==> src/rtl/fpu_divider_iterative.sv <==
// Iterative IEEE-754-style divider (out = a / b), restoring mantissa division, flush-to-zero.
// Optional feature macro FPU_DIV_FLAGS_EN: when defined, exception flags are produced; otherwise flags is tied to 0.
module fpu_divider_iterative #(
  parameter int TOTAL_WIDTH = 32,
  parameter int EXP_WIDTH   = 8,
  parameter int MANT_WIDTH  = 23
) (
  input  logic                   clk,
  input  logic                   rst_n,
  input  logic                   in_valid,
  output logic                   in_ready,
  input  logic [TOTAL_WIDTH-1:0] a,
  input  logic [TOTAL_WIDTH-1:0] b,
  output logic                   out_valid,
  input  logic                   out_ready,
  output logic [TOTAL_WIDTH-1:0] out,
  output logic [4:0]             flags
);

  localparam int N  = MANT_WIDTH + 3;
  localparam int EW = EXP_WIDTH + 2;
  localparam int CW = $clog2(N + 1);
  localparam logic signed [EW-1:0] BIAS = EW'((1 << (EXP_WIDTH - 1)) - 1);
  localparam logic signed [EW-1:0] EMAX = EW'((1 << EXP_WIDTH) - 1);
  localparam logic signed [EW-1:0] ONE  = EW'(1);
  localparam logic [TOTAL_WIDTH-1:0] QNAN =
    {1'b0, {EXP_WIDTH{1'b1}}, 1'b1, {(MANT_WIDTH-1){1'b0}}};

  localparam logic [2:0] S_IDLE = 3'd0;
  localparam logic [2:0] S_PREP = 3'd1;
  localparam logic [2:0] S_DIV  = 3'd2;
  localparam logic [2:0] S_NORM = 3'd3;
  localparam logic [2:0] S_DONE = 3'd4;

  logic [2:0]             state_q, state_d;
  logic [TOTAL_WIDTH-1:0] a_q, a_d, b_q, b_d, out_q, out_d;
  logic                   sign_q, sign_d;
  logic signed [EW-1:0]   exp_q, exp_d;
  logic [MANT_WIDTH+1:0]  rem_q, rem_d;
  logic [MANT_WIDTH:0]    dvs_q, dvs_d;
  logic [N-1:0]           quo_q, quo_d;
  logic [CW-1:0]          cnt_q, cnt_d;

  logic [EXP_WIDTH-1:0]   ea, eb;
  logic [MANT_WIDTH-1:0]  fa, fb;
  logic a_nan, b_nan, a_inf, b_inf, a_zero, b_zero, sgn;

  assign ea     = a_q[TOTAL_WIDTH-2 -: EXP_WIDTH];
  assign eb     = b_q[TOTAL_WIDTH-2 -: EXP_WIDTH];
  assign fa     = a_q[MANT_WIDTH-1:0];
  assign fb     = b_q[MANT_WIDTH-1:0];
  assign a_nan  = (&ea) && (|fa);
  assign b_nan  = (&eb) && (|fb);
  assign a_inf  = (&ea) && !(|fa);
  assign b_inf  = (&eb) && !(|fb);
  assign a_zero = ~|ea;
  assign b_zero = ~|eb;
  assign sgn    = a_q[TOTAL_WIDTH-1] ^ b_q[TOTAL_WIDTH-1];

  // One restoring step: the remainder is always below twice the divisor
  logic                  ge;
  logic [MANT_WIDTH+1:0] diff;
  assign ge   = rem_q >= {1'b0, dvs_q};
  assign diff = ge ? rem_q - {1'b0, dvs_q} : rem_q;

  logic [MANT_WIDTH-1:0] frac, frac_r;
  logic [MANT_WIDTH:0]   mant_r;
  logic                  g, r, st, up, ovf, unf;
  logic signed [EW-1:0]  e_n, e_r;

  always_comb begin
    if (quo_q[N-1]) begin
      frac = quo_q[N-2:2];
      g    = quo_q[1];
      r    = quo_q[0];
      e_n  = exp_q;
    end else begin
      frac = quo_q[N-3:1];
      g    = quo_q[0];
      r    = 1'b0;
      e_n  = exp_q - ONE;
    end
    st     = |rem_q;
    up     = g & (r | st | frac[0]);
    mant_r = {1'b0, frac} + (MANT_WIDTH+1)'(up);
    if (mant_r[MANT_WIDTH]) begin
      frac_r = '0;
      e_r    = e_n + ONE;
    end else begin
      frac_r = mant_r[MANT_WIDTH-1:0];
      e_r    = e_n;
    end
    ovf = e_r >= EMAX;
    unf = e_r[EW-1] || (e_r == '0);
  end

  always_comb begin
    state_d = state_q;
    a_d     = a_q;
    b_d     = b_q;
    sign_d  = sign_q;
    exp_d   = exp_q;
    rem_d   = rem_q;
    dvs_d   = dvs_q;
    quo_d   = quo_q;
    cnt_d   = cnt_q;
    out_d   = out_q;
    case (state_q)
      S_IDLE: if (in_valid) begin
        a_d     = a;
        b_d     = b;
        state_d = S_PREP;
      end
      S_PREP: begin
        sign_d  = sgn;
        exp_d   = $signed({2'b00, ea}) - $signed({2'b00, eb}) + BIAS;
        rem_d   = {2'b01, fa};
        dvs_d   = {1'b1, fb};
        quo_d   = '0;
        cnt_d   = CW'(N);
        state_d = S_DIV;
        if (a_nan || b_nan || (a_zero && b_zero) || (a_inf && b_inf)) begin
          out_d   = QNAN;
          state_d = S_DONE;
        end else if (b_zero || a_inf) begin
          out_d   = {sgn, {EXP_WIDTH{1'b1}}, {MANT_WIDTH{1'b0}}};
          state_d = S_DONE;
        end else if (b_inf || a_zero) begin
          out_d   = {sgn, {(TOTAL_WIDTH-1){1'b0}}};
          state_d = S_DONE;
        end
      end
      S_DIV: begin
        rem_d = {diff[MANT_WIDTH:0], 1'b0};
        quo_d = {quo_q[N-2:0], ge};
        cnt_d = cnt_q - CW'(1);
        if (cnt_q == CW'(1)) state_d = S_NORM;
      end
      S_NORM: begin
        if (ovf)      out_d = {sign_q, {EXP_WIDTH{1'b1}}, {MANT_WIDTH{1'b0}}};
        else if (unf) out_d = {sign_q, {(TOTAL_WIDTH-1){1'b0}}};
        else          out_d = {sign_q, e_r[EXP_WIDTH-1:0], frac_r};
        state_d = S_DONE;
      end
      S_DONE: if (out_ready) state_d = S_IDLE;
      default: state_d = S_IDLE;
    endcase
  end

  always_ff @(posedge clk) begin
    if (!rst_n) begin
      state_q <= S_IDLE;
      a_q     <= '0;
      b_q     <= '0;
      sign_q  <= 1'b0;
      exp_q   <= '0;
      rem_q   <= '0;
      dvs_q   <= '0;
      quo_q   <= '0;
      cnt_q   <= '0;
      out_q   <= '0;
    end else begin
      state_q <= state_d;
      a_q     <= a_d;
      b_q     <= b_d;
      sign_q  <= sign_d;
      exp_q   <= exp_d;
      rem_q   <= rem_d;
      dvs_q   <= dvs_d;
      quo_q   <= quo_d;
      cnt_q   <= cnt_d;
      out_q   <= out_d;
    end
  end

  assign in_ready  = (state_q == S_IDLE);
  assign out_valid = (state_q == S_DONE);
  assign out       = out_q;

`ifdef FPU_DIV_FLAGS_EN
  logic [4:0] flags_q, flags_d;

  always_comb begin
    flags_d = flags_q;
    if (state_q == S_PREP) begin
      if (a_nan || b_nan || (a_zero && b_zero) || (a_inf && b_inf)) flags_d = 5'b10000;
      else if (b_zero && !a_inf)                                     flags_d = 5'b01000;
      else                                                           flags_d = 5'b00000;
    end else if (state_q == S_NORM) begin
      flags_d = {2'b00, ovf, unf, ovf | unf | g | r | st};
    end
  end

  always_ff @(posedge clk) begin
    if (!rst_n) flags_q <= '0;
    else        flags_q <= flags_d;
  end

  assign flags = flags_q;
`else
  assign flags = 5'b0;
`endif

endmodule

==> config.mk <==
export PLATFORM = sky130hd
export DESIGN_NAME = fpu_divider_iterative
export DESIGN_NICKNAME = d
export VERILOG_FILES = /design/src/rtl/fpu_divider_iterative.sv
export SDC_FILE = /design/constraint.sdc
export NUM_CORES = 1
export LEC_CHECK = 0
export ABC_AREA = 0
export CORE_ASPECT_RATIO = 1.2
export CORE_MARGIN = 3
export CORE_UTILIZATION = 36
export CTS_CLUSTER_DIAMETER = 50
export DETAILED_ROUTE_END_ITERATION = 10
export SYNTH_ARGS = -nofsm -noshare
export SYNTH_HDL_FRONTEND = slang
export SYNTH_SLANG_ARGS = --single-unit
==> constraint.sdc <==
create_clock -name clk -period 5.2 [get_ports clk]
set_clock_uncertainty 0.05 [all_clocks]
set_input_delay 1.04 -clock clk [delete_from_list [all_inputs] [get_ports clk]]
set_output_delay 1.04 -clock clk [all_outputs]
set_load 0.1 [all_outputs]
# Word level (Yosys, flattened, before mapping)
# Index checks and enable logic that the tools add are counted.
[word_totals]
in_bits = 68
elab_cells = 85
out_inout_bits = 39
ff_bits = 190
[classes]
reduce_logical = 30
bitwise = 4
n_lt_le_gt_ge = 2
eq_ne = 9
addsub = 7
n_mux = 23
[op_table]
columns = ["operator", "n"]
rows = [
  ["$mux W32", 3],
  ["$pmux W32 S2", 1],
  ["$mux W31", 2],
  ["$pmux W26 S2", 1],
  ["$pmux W25 S2", 1],
  ["$mux W23", 2],
  ["$reduce_or A23 Y1", 2],
  ["$ge A25 B24 Y1", 1],
  ["$reduce_or A25 Y1", 1],
  ["$add A23 B1 Y24", 1],
  ["$mux W24", 1],
  ["$sub A24 B24 Y24", 1],
  ["$mux W10", 2],
  ["$mux W3", 6],
  ["$reduce_and A8 Y1", 2],
  ["$reduce_or A8 Y1", 2],
  ["$pmux W3 S5", 1],
  ["$add A10 B2 Y10 const B", 1],
  ["$add A9 B8 Y10 const B", 1],
  ["$ge A10 B9 Y1 const B", 1],
  ["$logic_not A10 Y1", 1],
  ["$pmux W5 S2", 1],
  ["$sub A10 B2 Y10 const B", 1],
  ["$sub A8 B8 Y9", 1],
  ["other kinds (19)", 38],
]

# Logic depth before layout (Yosys ltp)
[depth]
ltp_word = 11
ltp_mapped = 17
depth_no_buf = 13

# Least setup slack after synthesis
# Ideal clock, no wire load.
[synth_path]
kind = "reg-to-reg"
startpoint = "register quo_q[25]"
endpoint = "register out_q[22], in the netlist out[22]"
path_buffers = 6
required_ns = 5.028
stages_incl_launch_ff = 18
t_arrival_ns = 4.143
setup_slack_ns = 0.885
path_cell_list = "dfxtp_1 -> buf_6 -> buf_6 -> clkbuf_1 -> clkbuf_1 -> buf_1 -> clkbuf_1 -> nand2_1 -> a21boi_0 -> ha_1 -> nand3_1 -> a2111oi_2 -> nand4_1 -> nor3_1 -> a21oi_1 -> a2111oi_0 -> a2111o_1 -> a21oi_1"
[synth_between]
elab_chain_len = 11
[synth_lines]
columns = ["element", "line_no", "source"]
rows = [
  ["start, declared", "41", "logic [N-1:0] quo_q, quo_d;"],
  ["start signal, assigned", "170", "quo_q <= quo_d;"],
  ["parallel branches: the longest is 9 deep, another holds $add A23 B1 Y24", "n/a", ""],
  ["$mux W31 *", "140", "if (ovf) out_d = {sign_q, {EXP_WIDTH{1'b1}}, {MANT_WIDTH{1'b0}}};"],
  ["$pmux W32 S2 *", "108", "case (state_q)"],
  ["end signal, assigned", "172", "out_q <= out_d;"],
  ["end, declared", "36", "logic [TOTAL_WIDTH-1:0] a_q, a_d, b_q, b_d, out_q, out_d;"],
]
# Mark *: on every way between the ends.
# A chain may end at the register's enable or synchronous reset.

# Worst setup path after layout
[layout_path]
startpoint = "register exp_q[0]"
endpoint = "register out_q[4], in the netlist out[4]"
[layout_between]
elab_chain_len = 9
[layout_lines]
columns = ["element", "line_no", "source"]
rows = [
  ["start, declared", "38", "logic signed [EW-1:0] exp_q, exp_d;"],
  ["start signal, assigned", "167", "exp_q <= exp_d;"],
  ["$sub A10 B2 Y10", "81", "e_n = exp_q - ONE;"],
  ["$mux W10 *", "72", "if (quo_q[N-1]) begin"],
  ["$add A10 B2 Y10", "88", "e_r = e_n + ONE;"],
  ["$mux W10 *", "86", "if (mant_r[MANT_WIDTH]) begin"],
  ["parallel branches: the longest is 3 deep, another holds $ge A10 B9 Y1", "n/a", ""],
  ["$mux W31 *", "140", ""],
  ["$pmux W32 S2 *", "108", ""],
]
# Marked as above.

==> flow_metrics.py <==
metrics = {
    "synth": {
        "synth-seq-cells": 190,
        "netlist-cell-type-count": 77,
        "yosysSeqAreaShare_pct": 35.4,
        "ys_async_sr_fraction_pct": 0,
        "syn_avg_cell_area_um2": 7.85,
        "synthFlopType": "dfxtp_1",
        "ys.warnings.count": 0,
        "synth_enable_flop_cells": 0,
        "synth_area_um2": 10700,
        "syn_inst": 1368,
    },
    "global_route": {
        "grt_usage_pct": 18.3,
        "grt_pass1_wl_mm": 48.2,
        "antenna_found_initial": 0,
        "grt_overflow_total": 0,
        "grt_max_degree": 93,
        "grt_pass1_vias": 9338,
    },
    "floorplan": {
        "io_pins": 107,
        "rows": 68,
        "start_util_pct": 36.9,
        "core_area_um2": 29100,
        "die_w_um": 164,
        "die_area_um2": 32000,
        "die_height_um": 195,
    },
    "setup_path": {
        "r2r-end": "out[4]$_SDFFE_PN0P_",
        "reg2regPathDepth": 11,
        "r2r_slack_ns": 1.13,
        "crit_path_max_fanout": 21,
        "critPathKind": "reg -> reg",
        "crit_path_start_kind": "flop",
        "cp.required_ns": 5.53,
        "worstPathArrival_ns": 4.41,
        "timing.rr.start": "exp_q[0]$_SDFFE_PN0P_",
        "crit_path_end_kind": "flop",
    },
    "cts": {
        "cts_tree": "yes",
        "cts_buffers": 17,
        "clkSlewWorstSetupHoldPaths_ns": 0.07,
        "cts.sinks": 190,
        "post_cts_buffers": 0,
        "postCtsHoldBufs": 0,
        "htreeDepth": 4,
        "clock_path_buffers": 2,
        "clk_latency_ns": 0.45,
        "clockRootBuffer": "clkbuf_16",
        "ctsResizeCount": 0,
    },
    "timing": {
        "drv_slew": 0,
        "period_needed_ns": 4.07,
        "finalSetupViolCount": 0,
        "relSlewSlack_pct": 31.5,
        "worst_pin_slew_ns": 1.03,
        "fmax_ghz": 0.245,
        "hold_viol_final": 0,
        "rsz0062_at_grt": "false",
        "fin_tns_setup_ns": 0,
        "min_period_over_period_pct": 78.3,
    },
    "power_and_ir_drop": {
        "power.density_nw_per_um2": 534,
        "ir_worst_vdd_mv": 0.246,
        "power.total_mw": 6.68,
        "p_leak_nw": 4.42,
    },
    "finish": {
        "diodes": 0,
        "syn_to_final_growth_pct": 16.3,
        "layout_common_cells": "nand2_1 (251), dfxtp_1 (189), a21oi_1 (147)",
        "layout.nets": 1518,
        "drive_above_1_share_pct": 5.06,
        "multiInputGateArea_um2": 6340,
        "nFillCells": 3049,
        "final_common_cell": "nand2_1",
        "seq_area_um2": 3800,
    },
    "drt": {
        "drt-total-wl_mm": 29.3,
        "wl_per_cell_um": 16.2,
        "dr.pass1.iters": 5,
        "via_per_inst": 5.46,
        "post-route-drc-count": 0,
        "postRouteAntennaNets": 0,
        "drt-initial-drc-count": 621,
        "dr_total_vias": 9870,
    },
    "job": {
        "maxCapViolCount": 0,
    },
    "placement": {
        "hpwl_mm": 20.8,
        "finalWeightedCongestion": 0.874,
        "portBuffers": 101,
    },
    "status": {
        "status": "complete, no violations",
    },
    "worst_hold_path": {
        "holdPathEnd": "dvs_q[4]$_SDFFE_PN0P_",
        "min_from": "dvs_q[4]$_SDFFE_PN0P_",
        "holdPathStages": 2,
        "hp-class": "reg -> reg",
    },
}
[worst max path at each step]
stage | startpoint | endpoint | depth (start not counted)
3_5_place_dp | exp_q[0]$_SDFFE_PN0P_ | out[4]$_SDFFE_PN0P_ | 11
5_1_grt | exp_q[0]$_SDFFE_PN0P_ | out[17]$_SDFFE_PN0P_ | 11
4_1_cts | exp_q[0]$_SDFFE_PN0P_ | out[16]$_SDFFE_PN0P_ | 11
2_1_floorplan | quo_q[25]$_SDFFE_PN0P_ | out[22]$_SDFFE_PN0P_ | 17
6_report | exp_q[0]$_SDFFE_PN0P_ | out[4]$_SDFFE_PN0P_ | 11
3_3_place_gp | exp_q[0]$_SDFFE_PN0P_ | out[14]$_SDFFE_PN0P_ | 11
[report_power, final]
group	switching (mW)	internal, mW	total (mW)
Combinational	2.24	1.34	3.58
Clock	0.624	0.621	1.25
Sequential	0.212	1.64	1.85
[state kept, by name, summed over array words and instances, names as in the netlist]
signal	cells
a_q	32
b_q	32
cnt_q	5
dvs_q	24
exp_q	10
out	32
quo_q	26
rem_q	25
sign_q	1
state_q	3
[final cells by class]
| class | count | area share (%) |
|---|---|---|
| inverter | 58 | 1.76 |
| multi-input combinational | 1029 | 50.7 |
| sequential | 190 | 30.5 |
| clock inverter | 13 | 0.842 |
| timing repair buffer | 114 | 8.88 |
| clock buffer | 19 | 3.47 |
| tap | 385 | 3.86 |
[worst max-delay path, stage by stage, from the launching register on]
cell and delay, ns:
dfxtp_1 0.45, inv_1 0.18, ha_1 0.35, or4b_1 0.63, nor4_2 0.27, o221ai_2 0.21, nor4_2 0.39, xor2_1 0.16
a41oi_4 0.32, nand3_4 0.14, nor3_4 0.60, a32o_1 0.26
[through the flow]
step | hold slack, ns | instance area, um^2 | worst slack (ns) | cells | util, %
5_1_grt | 0.430 | 12500 | 0.715 | 1808 | 42.9
4_1_cts | 0.409 | 12500 | 1.12 | 1808 | 42.9
3_5_place_dp | 0.399 | 12000 | 1.14 | 1776 | 41.1
2_1_floorplan | 0.385 | 10800 | 0.885 | 1372 | -
3_3_place_gp | 0.394 | 12000 | 1.25 | 1776 | 41.1
6_report | 0.406 | 12500 | 1.13 | 1808 | 42.9
[cells in the mapped netlist (7+ instances only)]
cell type	number	area [um^2]
nor2b_1	18	113
nor2_1	87	327
a32o_1	7	70.1
buf_1	12	45.0
a22oi_1	43	323
nor3_1	23	115
and3_1	9	56.3
a21boi_0	10	75.1
nand2b_1	8	50.1
inv_1	57	214
xor2_1	21	184
a31oi_1	12	75.1
a211oi_1	20	150
a21oi_1	147	736
dfxtp_1	190	3800
o21ai_0	39	195
nand3_1	25	125
xnor2_1	41	359
o22ai_1	12	75.1
nand2_1	252	946
nor4_1	18	113
a21o_1	12	90.1
mux2i_1	24	240
a311oi_1	7	61.3
and2_1	7	43.8
ha_1	38	475
a22o_1	21	184
nand4_1	20	125
clkbuf_1	68	255
[layer usage]
| layer | part of all wire (%) | wire [um] | GRT usage, % |
|---|---|---|---|
| met1 | 47 | 13800 | 25.0 |
| met2 | 46 | 13600 | 30.0 |
| met3 | 4.5 | 1330 | 2.74 |
| met4 | 1.7 | 502 | 5.08 |
| met5 | 0 | 0 | 0 |
[logic make-up (layout without fill, tap and decap cells)]
family                     Yosys count  count (layout)  share of synthesized area [%]
AOI/OAI and AO/OA                  393             393                           24.4
other                                1               5                         0.0349
muxes                               27              27                           2.55
buffers and inverters              153             204                           5.93
DFF                                190             190                           35.4
xor gates and xnor gates            63              63                           5.31
and+or+nand+nor                    501             501                           21.6
adders and majority gates           40              40                           4.80
(Power assumes the default switching activity.)
==> RTL edit 1, RTL diff (config.mk and constraints unchanged) <==
`b_q` no longer has a reset.
--- a/src/rtl/fpu_divider_iterative.sv
+++ b/src/rtl/fpu_divider_iterative.sv
@@ -151,7 +151,6 @@
     if (!rst_n) begin
       state_q <= S_IDLE;
       a_q     <= '0;
-      b_q     <= '0;
       sign_q  <= 1'b0;
       exp_q   <= '0;
       rem_q   <= '0;
@@ -162,7 +161,6 @@
     end else begin
       state_q <= state_d;
       a_q     <= a_d;
-      b_q     <= b_d;
       sign_q  <= sign_d;
       exp_q   <= exp_d;
       rem_q   <= rem_d;
@@ -171,6 +169,10 @@
       cnt_q   <= cnt_d;
       out_q   <= out_d;
     end
+  end
+
+  always_ff @(posedge clk) begin
+    b_q <= b_d;
   end
 
   assign in_ready  = (state_q == S_IDLE);
Check against the original RTL: no difference found for any inputs over 10 cycles, from zero or initial values and one cycle with rst_n low; that may be too few to reach the edited logic, so the function may still have changed.
==> RTL edit 1 against the original RTL <==
Total power is 3.3% higher. Design area is 0.77% higher. Area after synthesis hardly changed. Non-clock buffer count is 1 lower. Wire length is 5.3% lower. Count of clock-buffer cells in the layout is 1 higher. Sequential cell count stayed put. Worst setup slack worse by 0.043 ns. Synthesized cell count is 4.2% lower.
==> RTL edit 1: results (changes against the original RTL) <==
status=complete, no violations (unchanged); Hold Startpoint=dvs_q[16] (was dvs_q[4]); XOR/XNOR Fraction of Synth Area=0.04156 (was 0.05311); post-synthesis compound-gate area fraction=0.2115 (was 0.2437); CP max stage delay=0.84 ns (was 0.63 ns); Hold EP=dvs_q[16] (was dvs_q[4]); Reg2Reg Depth=13 (was 11); htree depth=4 (unchanged); Vias/cell=5.390 (was 5.459); crit path max fanout=40 (was 21); pre-CTS setup slack=1.136 ns (was 1.137 ns); register area share after synthesis=0.3837 (was 0.3541); slowest CP cell=dfxtp_2 (was or4b_1); Hold Path Class=reg2reg (unchanged); Commonest cells post-synth=238 x nand2_1, 158 x dfxtp_1, 127 x a21oi_1 (was 252 x nand2_1, 190 x dfxtp_1, 147 x a21oi_1); Setup Buffers After CTS=0 (unchanged); GR Util All Layers=0.1730 (was 0.1830); DP Wirelength=19920 um (was 20830 um); Final GP Congestion=0.8981 (was 0.8737); Synth Area in Adders=0.04796 (was 0.04799); Synth Flop Type=dfxtp_1 (unchanged); r2r endpoint=out[22] (was out[4]); CTS root buf=clkbuf_16 (unchanged); TritonCTS Buffers=17 (unchanged); fill count=3021 (was 3049); drt wl/cell=15.78 um (was 16.20 um); largest net degree at the start of global routing=72 (was 93); initial antenna violation count=0 (unchanged); Peak VDD IR=0.0002766 V (was 0.0002459 V); first-pass GRT wire length=45240 um (was 48160 um); layout cell share with drive strength beyond 1=0.05248 (was 0.05060); synth unique cells=80 (was 77); vias in the first global route=8997 (was 9338); post-synthesis mux area share=0.03667 (was 0.02551); Leak=4.621 nW (was 4.416 nW); smallest hold slack=0.4052 ns (was 0.4060 ns); Ys Warns=0 (unchanged); Top delay family on crit path=compound AO/OA/AOI/OAI gates (was simple AND/OR/NAND/NOR gates); Starting DRT DRC Count=584 (was 621); placed cell area=11970 sq um (was 11950 sq um); EDFF count, synth=32 (was 0); top cells by area, synth=dfxtp_1 29%, edfxtp_1 8.9%, nand2_1 8.3% (was dfxtp_1 35%, nand2_1 8.8%, a21oi_1 6.8%); relative slew slack=0.2319 (was 0.3152); reg2reg start=quo_q[25] (was exp_q[0]); nets=1467 (was 1518); WP data arrival=4.44 ns (was 4.41 ns); PortBufs=101 (unchanged)
## RTL edit 1: how the worst max path moves through the flow
stage	startpoint	endpoint	slack, ns	cells past startpoint
2_1_floorplan	state_q[1]	b_q[0]	0.31	5
3_3_place_gp	quo_q[25]	out[6]	1.22	11
5_1_grt	quo_q[25]	out[2]	0.69	11
3_5_place_dp	quo_q[25]	out[7]	1.14	11
6_report	quo_q[25]	out[22]	1.08	13
4_1_cts	quo_q[25]	out[7]	1.12	11
## RTL edit 1: kinds of logic (layout without fill, tap and decap cells)
| family | count (synthesis) | in the layout |
|---|---|---|
| buffers and inverters | 155 | 212 |
| AOI/OAI and AO/OA | 327 | 327 |
| DFF | 190 | 190 |
| xor gates and xnor gates | 51 | 51 |
| other | 1 | 5 |
| and+or+nand+nor | 508 | 508 |
| muxes | 39 | 39 |
| adders and majority gates | 40 | 40 |
## RTL edit 1: stage by stage
step,util,instances
after detailed placement,0.4112,1725
after global placement,0.4112,1725
after global routing,0.4325,1757
after CTS,0.4325,1757
after floorplan,-,1315
final,0.4325,1757
## RTL edit 1: routing by layer
layer	up-vias	global-route usage	routed length, um
li1	4758	-	-
met1	4474	0.2230	12810
met2	204	0.2920	13260
met3	35	0.02992	986
met4	0	0.05798	664
met5	-	0	0
## RTL edit 1: cell type report
class                      instances  share of cell area
inverter                          67             0.01998
timing repair buffer             113             0.08808
multi-input combinational        970              0.4767
clock buffer                      20             0.03718
tap                              385             0.03827
clock inverter                    12             0.01203
sequential                       190              0.3278
## RTL edit 1: tightest hold or removal path, cell delays in order, from the launching register on
cell	delay [ns]
dfxtp_1	0.31
nand2_1	0.05
a21oi_1	0.05
## RTL edit 1: report_power, final
| group | total (mW) | internal (mW) | leakage (nW) | switching, mW |
|---|---|---|---|---|
| combinational | 3.55 | 1.39 | 2.73 | 2.17 |
| clock | 1.38 | 0.766 | 0.299 | 0.611 |
| sequential | 1.96 | 1.74 | 1.59 | 0.220 |
| total | 6.89 | 3.90 | 4.62 | 3.00 |
==> RTL edit 2, RTL diff (config.mk and constraints unchanged) <==
Without the edit above. The option `FPU_DIV_FLAGS_EN` is turned on by a define.
--- a/src/rtl/fpu_divider_iterative.sv
+++ b/src/rtl/fpu_divider_iterative.sv
@@ -1,5 +1,7 @@
 // Iterative IEEE-754-style divider (out = a / b), restoring mantissa division, flush-to-zero.
 // Optional feature macro FPU_DIV_FLAGS_EN: when defined, exception flags are produced; otherwise flags is tied to 0.
+`define FPU_DIV_FLAGS_EN
+
 module fpu_divider_iterative #(
   parameter int TOTAL_WIDTH = 32,
   parameter int EXP_WIDTH   = 8,
Behaviour: not the same (a bounded check fails within 4 cycles, from zero or initial values and one cycle with rst_n low).
==> RTL edit 2 against the original RTL <==
Design area rose by 2.4%. Highest routed layer unchanged. Worst setup slack worse by 0.046 ns. Cell count up 3.8%. Area after synthesis rose by 1.7%. Critical path depth is 2 lower. Sequential cell count increased by 5. Hold slack about the same. Wire length is 1.4% higher. Sequential power grew 5%. Utilization barely moved. Total power increased by 6.2%. Count of clock-buffer cells in the layout grew 1.
==> RTL edit 2: results (changes against the original RTL) <==
Starting DRT DRC Count=492 (was 621); combinational power=3.82 mW (was 3.58 mW); CP max stage delay=0.74 ns (was 0.63 ns); fill count=3063 (was 3049); drt wl/cell=15.82 um (was 16.20 um); Vias/cell=5.383 (was 5.459); DP Wirelength=21400 um (was 20830 um); layout cell share with drive strength beyond 1=0.04909 (was 0.05060); Leak=4.565 nW (was 4.416 nW); relative slew slack=0.2116 (was 0.3152); PortBufs=106 (was 101); crit path max fanout=31 (was 21); synth unique cells=76 (was 77); post-synthesis compound-gate area fraction=0.2254 (was 0.2437); sequential logic power=1.94 mW (was 1.85 mW); Final GP Congestion=0.8134 (was 0.8737); DR WL met2=13860 um (was 13620 um); reg2reg start=quo_q[25] (was exp_q[0]); M3 GR Usage=0.02964 (was 0.02737); slowest CP cell=dfxtp_2 (was or4b_1); Commonest cells post-synth=300 x nand2_1, 195 x dfxtp_1, 161 x a21oi_1 (was 252 x nand2_1, 190 x dfxtp_1, 147 x a21oi_1); Top delay family on crit path=compound AO/OA/AOI/OAI gates (was simple AND/OR/NAND/NOR gates); largest net degree at the start of global routing=73 (was 93); nets=1582 (was 1518); register area share after synthesis=0.3572 (was 0.3541); FF-to-FF setup slack=1.08 ns (was 1.13 ns); met1 GRT Util=0.2500 (was 0.2501); Hold EP=dvs_q[8] (was dvs_q[4]); Hold Startpoint=dvs_q[8] (was dvs_q[4]); XOR/XNOR Fraction of Synth Area=0.04408 (was 0.05311); Reg2Reg Depth=9 (was 11); Int Pwr=3.841 mW (was 3.602 mW); vias in the first global route=9317 (was 9338); status=complete, no violations (unchanged); routing usage on met2=0.2939 (was 0.2998); post-synthesis mux area share=0.02530 (was 0.02551)
==> RTL edit 2: cell types whose count changed after synthesis, sizes merged, moves of 9 or more <==
| cell | unedited run | this run |
|---|---|---|
| a21oi | 147 | 161 |
| a22oi | 43 | 29 |
| buf | 27 | 18 |
| clkbuf | 68 | 77 |
| nand2 | 252 | 300 |
| nand3 | 26 | 37 |
| nor4 | 20 | 30 |
| o22ai | 12 | 3 |
==> RTL edit 2: cell type report <==
type                    instances  area share
multi-input cells            1086      0.5040
inverters                      55     0.01634
clock inverters                12     0.01066
flip-flops and latches        195      0.3054
well taps                     390     0.03816
repair buffers                119     0.09060
clock buffers                  20     0.03493
==> RTL edit 2: through the flow <==
step | std cells | cell area, sq um | setup slack (ns) | total power, mW | hold slack (ns)
floorplan | 1431 | 10930 | 1.434 | 4.880 | 0.3853
global placement | 1845 | 12210 | 1.232 | 5.741 | 0.3953
detailed placement | 1845 | 12210 | 1.110 | 5.766 | 0.3995
CTS | 1877 | 12790 | 1.111 | 7.110 | 0.4095
global route | 1877 | 12790 | 0.8446 | 7.617 | 0.4244
finish | 1877 | 12790 | 1.080 | 7.091 | 0.4057
==> RTL edit 2: cells by family after synthesis <==
family                     after synthesis
adders and majority gates               40
muxes                                   27
AOI/OAI and AO/OA                      384
DFF                                    195
xor gates and xnor gates                55
and+or+nand+nor                        580
buffers and inverters                  150
==> RTL edit 2: worst max-delay path by stage <==
stage / startpoint / endpoint / slack (ns) / depth (start not counted)
after floorplan: state_q[2] / a_q[0] / 1.43 / 5
after global placement: quo_q[25] / out[6] / 1.23 / 10
after detailed placement: quo_q[25] / out[6] / 1.11 / 9
after CTS: quo_q[25] / out[6] / 1.11 / 9
after global routing: quo_q[25] / out[6] / 0.84 / 9
final: quo_q[25] / out[6] / 1.08 / 9
